==> config.mk <==
export PLATFORM = sky130hd
export DESIGN_NAME = writeback_arbiter
export DESIGN_NICKNAME = d
export VERILOG_FILES = /design/src/rtl/writeback_arbiter.sv
export SDC_FILE = /design/constraint.sdc
export NUM_CORES = 1
export LEC_CHECK = 0
export ABC_CLOCK_PERIOD_IN_PS = 3400
export CELL_PAD_IN_SITES_DETAIL_PLACEMENT = 0
export CELL_PAD_IN_SITES_GLOBAL_PLACEMENT = 1
export CORE_MARGIN = 4
export CORE_UTILIZATION = 25
export CTS_CLUSTER_SIZE = 28
export DETAILED_ROUTE_END_ITERATION = 8
export PLACE_DENSITY_LB_ADDON = 0.1
export SKIP_LAST_GASP = 1
export SLEW_MARGIN = 0
export SYNTH_ARGS = -nofsm -noshare
export SYNTH_HDL_FRONTEND = slang
export SYNTH_SLANG_ARGS = --single-unit
==> constraint.sdc <==
create_clock -name clock -period 3.4 [get_ports clock]
set_clock_uncertainty 0.1 [all_clocks]
set_input_delay 0.68 -clock clock [delete_from_list [all_inputs] [get_ports clock]]
set_output_delay 0.68 -clock clock [all_outputs]
set_load 0.02 [all_outputs]
==> src/rtl/writeback_arbiter.sv <==
// Register-file write-port arbiter: ALU results win, LSU results queue in a FIFO,
// with a starvation limiter. Define WB_HAZARD_EN for per-register busy tracking.
module writeback_arbiter #(
    parameter int DEPTH      = 2,
    parameter int STARVE_MAX = 4
) (
    input  logic        clock,
    input  logic        reset_n,
    input  logic        alu_valid,
    input  logic [4:0]  alu_rd,
    input  logic [31:0] alu_data,
    input  logic        lsu_valid,
    output logic        lsu_ready,
    input  logic [4:0]  lsu_rd,
    input  logic [31:0] lsu_data,
    output logic        alu_stall,
    output logic [4:0]  wr_addr,
    output logic [31:0] wr_data,
    output logic        wr_ena,
    output logic [31:0] busy_mask
);
    localparam int PW = $clog2(DEPTH);
    localparam int CW = $clog2(DEPTH + 1) + 1;

    typedef struct packed {
        logic [4:0]  rd;
        logic [31:0] data;
    } wb_entry_t;

    wb_entry_t     mem [DEPTH];
    logic [PW-1:0] head, tail;
    logic [PW:0]   count;
    logic [3:0]    starve, starve_next;
    logic          empty, full, push, pop, alu_win;

    assign empty     = (count == '0);
    assign full      = (count == (PW+1)'(DEPTH));
    // Ready depends only on registered occupancy; a same-cycle pop does not help.
    assign lsu_ready = !full;
    assign push      = lsu_valid && !full && (lsu_rd != 5'd0);
    assign alu_win   = alu_valid && (alu_rd != 5'd0);
    assign pop       = !alu_win && !empty;

    always_comb begin
        starve_next = starve;
        if (empty || pop)
            starve_next = '0;
        else if (alu_win && starve != 4'(STARVE_MAX))
            starve_next = starve + 4'd1;
    end

    always_ff @(posedge clock) begin
        if (push)
            mem[tail] <= '{rd: lsu_rd, data: lsu_data};
    end

    always_ff @(posedge clock or negedge reset_n) begin
        if (!reset_n) begin
            head      <= '0;
            tail      <= '0;
            count     <= '0;
            starve    <= '0;
            alu_stall <= 1'b0;
            wr_ena    <= 1'b0;
            wr_addr   <= '0;
            wr_data   <= '0;
        end else begin
            if (push) tail <= tail + PW'(1);
            if (pop)  head <= head + PW'(1);
            unique case ({push, pop})
                2'b10:   count <= count + (PW+1)'(1);
                2'b01:   count <= count - (PW+1)'(1);
                default: ;
            endcase
            starve <= starve_next;
            // One-cycle pulse; the stalled cycle normally pops and clears the counter.
            alu_stall <= (starve_next == 4'(STARVE_MAX)) && !alu_stall;
            if (alu_win) begin
                wr_ena  <= 1'b1;
                wr_addr <= alu_rd;
                wr_data <= alu_data;
            end else if (pop) begin
                wr_ena  <= 1'b1;
                wr_addr <= mem[head].rd;
                wr_data <= mem[head].data;
            end else begin
                wr_ena  <= 1'b0;
            end
        end
    end

`ifdef WB_HAZARD_EN
    logic [CW-1:0] pend [32];
    logic          wr_lsu;

    // A register stays busy until the edge after its last LSU write leaves the output flop.
    always_ff @(posedge clock or negedge reset_n) begin
        if (!reset_n) begin
            wr_lsu <= 1'b0;
            for (int r = 0; r < 32; r++) pend[r] <= '0;
        end else begin
            wr_lsu <= pop;
            for (int r = 0; r < 32; r++)
                pend[r] <= pend[r] + CW'(push && lsu_rd == 5'(r))
                                   - CW'(wr_lsu && wr_addr == 5'(r));
        end
    end

    always_comb begin
        busy_mask = '0;
        for (int r = 0; r < 32; r++) busy_mask[r] = (pend[r] != '0);
    end
`else
    assign busy_mask = '0;
`endif

    a_no_alu_during_stall: assert property (
        @(posedge clock) disable iff (!reset_n) !(alu_valid && alu_stall));

endmodule

==> tab_implementation.tex <==
\begin{tabular}{lr}
\hline
Metric & Value \\
\hline
\multicolumn{2}{l}{\textbf{Status}} \\
Outcome & finished clean \\
\multicolumn{2}{l}{\textbf{Drt}} \\
Total vias in the final route & 3,263 \\
Drt pass-1 iters & 4 \\
DRT antenna net count & 0 \\
Detailed Route Iter0 Violations & 108 \\
DRC violation count after routing & 0 \\
Total Routed Length & 12,700 um \\
Detail-routed net length per standard cell & 16.4 um \\
Routed vias/inst & 4.20 \\
\multicolumn{2}{l}{\textbf{Setup path}} \\
Critical Path RT & 3.32 ns \\
CP Data Arrival Time & 2.45 ns \\
Worst path max stage delay & 0.92 ns \\
Maximum fanout along the worst path & 37 \\
Crit path capture type & flop \\
Buffering stage count on the worst path with inverters included & 1 \\
Delay-heaviest family, CP & simple AND/OR/NAND/NOR gates \\
Type of the worst setup path & primary input to flop \\
Max stage delay cell, worst path & sky130\_fd\_sc\_hd\_\_nor2\_4 \\
Critical Path Source Type & primary input \\
Cell breakdown of the critical path & clkdlybuf4s50\_1 -> or4\_1 -> o211ai\_2 -> nor2\_4 \\
\multicolumn{2}{l}{\textbf{Clocking}} \\
TritonCTS clock tree & done \\
Hold Buf Count CTS & 0 \\
Post-CTS setup buffers & 0 \\
CTS max path bufs & 2 \\
Number of levels the H-tree was split into & 4 \\
Clk Tree Root Cell & sky130\_fd\_sc\_hd\_\_clkbuf\_16 \\
Register clock-pin slew on the reported worst setup and hold paths & 0.05 ns \\
Number of sinks on the clock net & 121 \\
PostCTS Resize Cnt & 0 \\
CTS buffer count & 17 \\
Skew-Pair Late Insertion Delay & 0.41 ns \\
\multicolumn{2}{l}{\textbf{Synth}} \\
Proportion of synthesized chip area in sequential cells & 64.6\% \\
Synthesis-stage register bit count & 121 \\
Leading area contributor after synthesis & sky130\_fd\_sc\_hd\_\_edfxtp\_1 \\
Count of different cell masters after synthesis & 42 \\
Most numerous cell in the Yosys netlist & sky130\_fd\_sc\_hd\_\_edfxtp\_1 \\
Area share of the leading cell type in the synthesized netlist & 42.2\% \\
Prevailing post-synth register cell & sky130\_fd\_sc\_hd\_\_edfxtp\_1 \\
Synth Cell Area & 5260 um\^{}2 \\
Total of warnings raised by yosys & 0 \\
Cell types occupying the most area after synthesis & sky130\_fd\_sc\_hd\_\_edfxtp\_1 (42\%), sky130\_fd\_sc\_hd\_\_dfrtp\_1 (22\%), sky130\_fd\_sc\_hd\_\_mux2i\_1 (6.8\%), sky130\_fd\_sc\_hd\_\_mux2\_2 (6.2\%), sky130\_fd\_sc\_hd\_\_buf\_4 (4.9\%) \\
Average cell area after synthesis & 14.0 um\^{}2 \\
Cell count after synthesis & 376 \\
Post-synth EDFFs & 74 \\
Most frequent cells after synthesis & sky130\_fd\_sc\_hd\_\_edfxtp\_1 (74), sky130\_fd\_sc\_hd\_\_dfrtp\_1 (47), sky130\_fd\_sc\_hd\_\_nor3\_1 (37) \\
Asr flop ratio synth & 38.8\% \\
\multicolumn{2}{l}{\textbf{Layout}} \\
Diodes inserted & 0 \\
Number of standard cells in the final layout excluding fillers & 777 \\
Final nets & 576 \\
Number of inserted filler cells in the final layout & 2,016 \\
Layout overhead on the synthesized area & 37.1\% \\
Fraction of final layout cells with drive strength greater than 1 & 15.2\% \\
\multicolumn{2}{l}{\textbf{Placed design}} \\
Detailed placement HPWL & 8190 um \\
Weighted congestion at the end of routability-driven global placement & 0.704 \\
Dpl ws & 0.380 ns \\
Quantity of I/O buffers inserted on ports & 117 \\
Cell Count Post-Placement & 746 \\
\multicolumn{2}{l}{\textbf{STA}} \\
Number of endpoints failing setup at the final stage & 0 \\
Unrepaired setup endpoints after global routing & no \\
Highest attainable clock frequency & 0.395 GHz \\
Headroom to the max-slew limit & 22.1\% \\
Shortest period the worst path allows & 2.53 ns \\
Worst Setup Slack, final & 0.869 ns \\
Final critical-path share of the clock period & 74.4\% \\
Slew at the pin with the worst max-slew slack & 1.17 ns \\
Setup Total Neg Slack & 0 ns \\
Hold violation total from the final report & 0 \\
Final max-slew violation count & 0 \\
\multicolumn{2}{l}{\textbf{GRT}} \\
Via count of the first global-routing pass & 3,369 \\
Sum of overflow across all layers after global routing & 0 \\
Largest net degree at the start of global routing & 41 \\
GRT Util Overall & 11.0\% \\
Global-route wire length before repair & 19,500 um \\
Antenna violations before repair & 0 \\
\multicolumn{2}{l}{\textbf{Floorplan}} \\
I/O pin total & 150 \\
Standard cell core area & 20,500 um\^{}2 \\
Die Span X & 153 um \\
Starting density of the core & 25.7\% \\
Height of the die & 153 um \\
Overall die area & 23,400 um\^{}2 \\
Standard-cell row count & 52 \\
\multicolumn{2}{l}{\textbf{Job}} \\
Max Cap Viol & 0 \\
\multicolumn{2}{l}{\textbf{Min path}} \\
HP Class & primary input to asynchronous set/reset pin \\
\multicolumn{2}{l}{\textbf{Pwr}} \\
Power density over the cells & 865 nW/um\^{}2 \\
Cell leakage power & 0.00271 uW \\
Peak ir drop on the vdd network & 0.361 mV \\
\hline
\end{tabular}
-- logic make-up (layout without fill, tap and decap cells) --
logic type | count (synthesis) | count (layout) | synth area share (%)
AOI/OAI and AO/OA | 51 | 51 | 5.87
buffers and inverters | 57 | 157 | 7.04
other | 1 | 32 | 0.0713
xor gates and xnor gates | 4 | 4 | 0.666
adders and majority gates | 3 | 3 | 0.713
muxes | 68 | 68 | 13.9
and+or+nand+nor | 71 | 71 | 7.16
DFF | 121 | 121 | 64.6
-- layout by cell type (no fill, tap or decap), types with 4 or more instances in the layout --
cell	n
sky130_fd_sc_hd__a211oi_1	4
sky130_fd_sc_hd__nor3_1	37
sky130_fd_sc_hd__mux2_2	29
sky130_fd_sc_hd__nand2_1	5
sky130_fd_sc_hd__mux2i_1	36
sky130_fd_sc_hd__conb_1	32
sky130_fd_sc_hd__clkbuf_16	17
sky130_fd_sc_hd__nor2_1	9
sky130_fd_sc_hd__nor2b_1	4
sky130_fd_sc_hd__dfrtp_1	44
sky130_fd_sc_hd__clkdlybuf4s50_1	116
sky130_fd_sc_hd__edfxtp_1	74
sky130_fd_sc_hd__clkbuf_8	5
sky130_fd_sc_hd__buf_4	5
sky130_fd_sc_hd__a21oi_1	35
-- final cells by class --
cell class | count | area (um^2) | share of cell area [%]
well taps | 270 | 338 | 4.68
multi-input cells | 229 | 1630 | 22.5
flip-flops and latches | 121 | 3400 | 47.2
inverters | 3 | 11.3 | 0.156
repair buffers | 123 | 1220 | 17.0
clock inverters | 9 | 119 | 1.65
clock buffers | 22 | 494 | 6.85
-- stage by stage --
| step | area (um^2) | util, % | hold slack [ns] | power, uW |
|---|---|---|---|---|
| 2_1_floorplan | 5380 | - | 0.284 | 3610 |
| 6_report | 7210 | 35.2 | 0.380 | 6240 |
| 3_5_place_dp | 6600 | 32.2 | 0.438 | 4480 |
| 4_1_cts | 7210 | 35.2 | 0.399 | 6370 |
| 5_1_grt | 7210 | 35.2 | 0.460 | 6630 |
| 3_3_place_gp | 6600 | 32.2 | 0.436 | 4460 |
-- routing by layer --
layer,wire length [um],GRT usage (%),vias to the layer above
li1,-,-,1572
met1,5730,13.9,1566
met2,5960,17.3,111
met3,851,4.07,14
met4,182,4.20,0
met5,0,0,-
-- state kept, by name (all words and copies together) (netlist names) --
register,flops
wr_addr,5
tail,1
alu_stall,1
count,2
head,1
starve,4
wr_data,32
wr_ena,1
mem,74
-- where the power goes --
| part | internal, uW | switching (uW) |
|---|---|---|
| registers | 2030 | 235 |
| logic | 950 | 1170 |
| clock network | 1240 | 614 |
| total | 4220 | 2020 |
-- path summary, 6_finish.rpt --
| path | start | cells after the start | slack (ns) | endpoint |
|---|---|---|---|---|
| max in group asynchronous | reset_n | 2 | 2.08 | wr_data[21] |
| worst min-delay path | reset_n | 1 | 0.38 | wr_addr[1] |
| worst max-delay path | lsu_rd[3] | 4 | 0.87 | mem[1][26] |
| worst min register to register | tail | 1 | 0.45 | tail |
| worst max register to register | count[0] | 4 | 1.14 | wr_data[2] |
| min in group clock | tail | 1 | 0.45 | tail |
(Power assumes the default switching activity.)
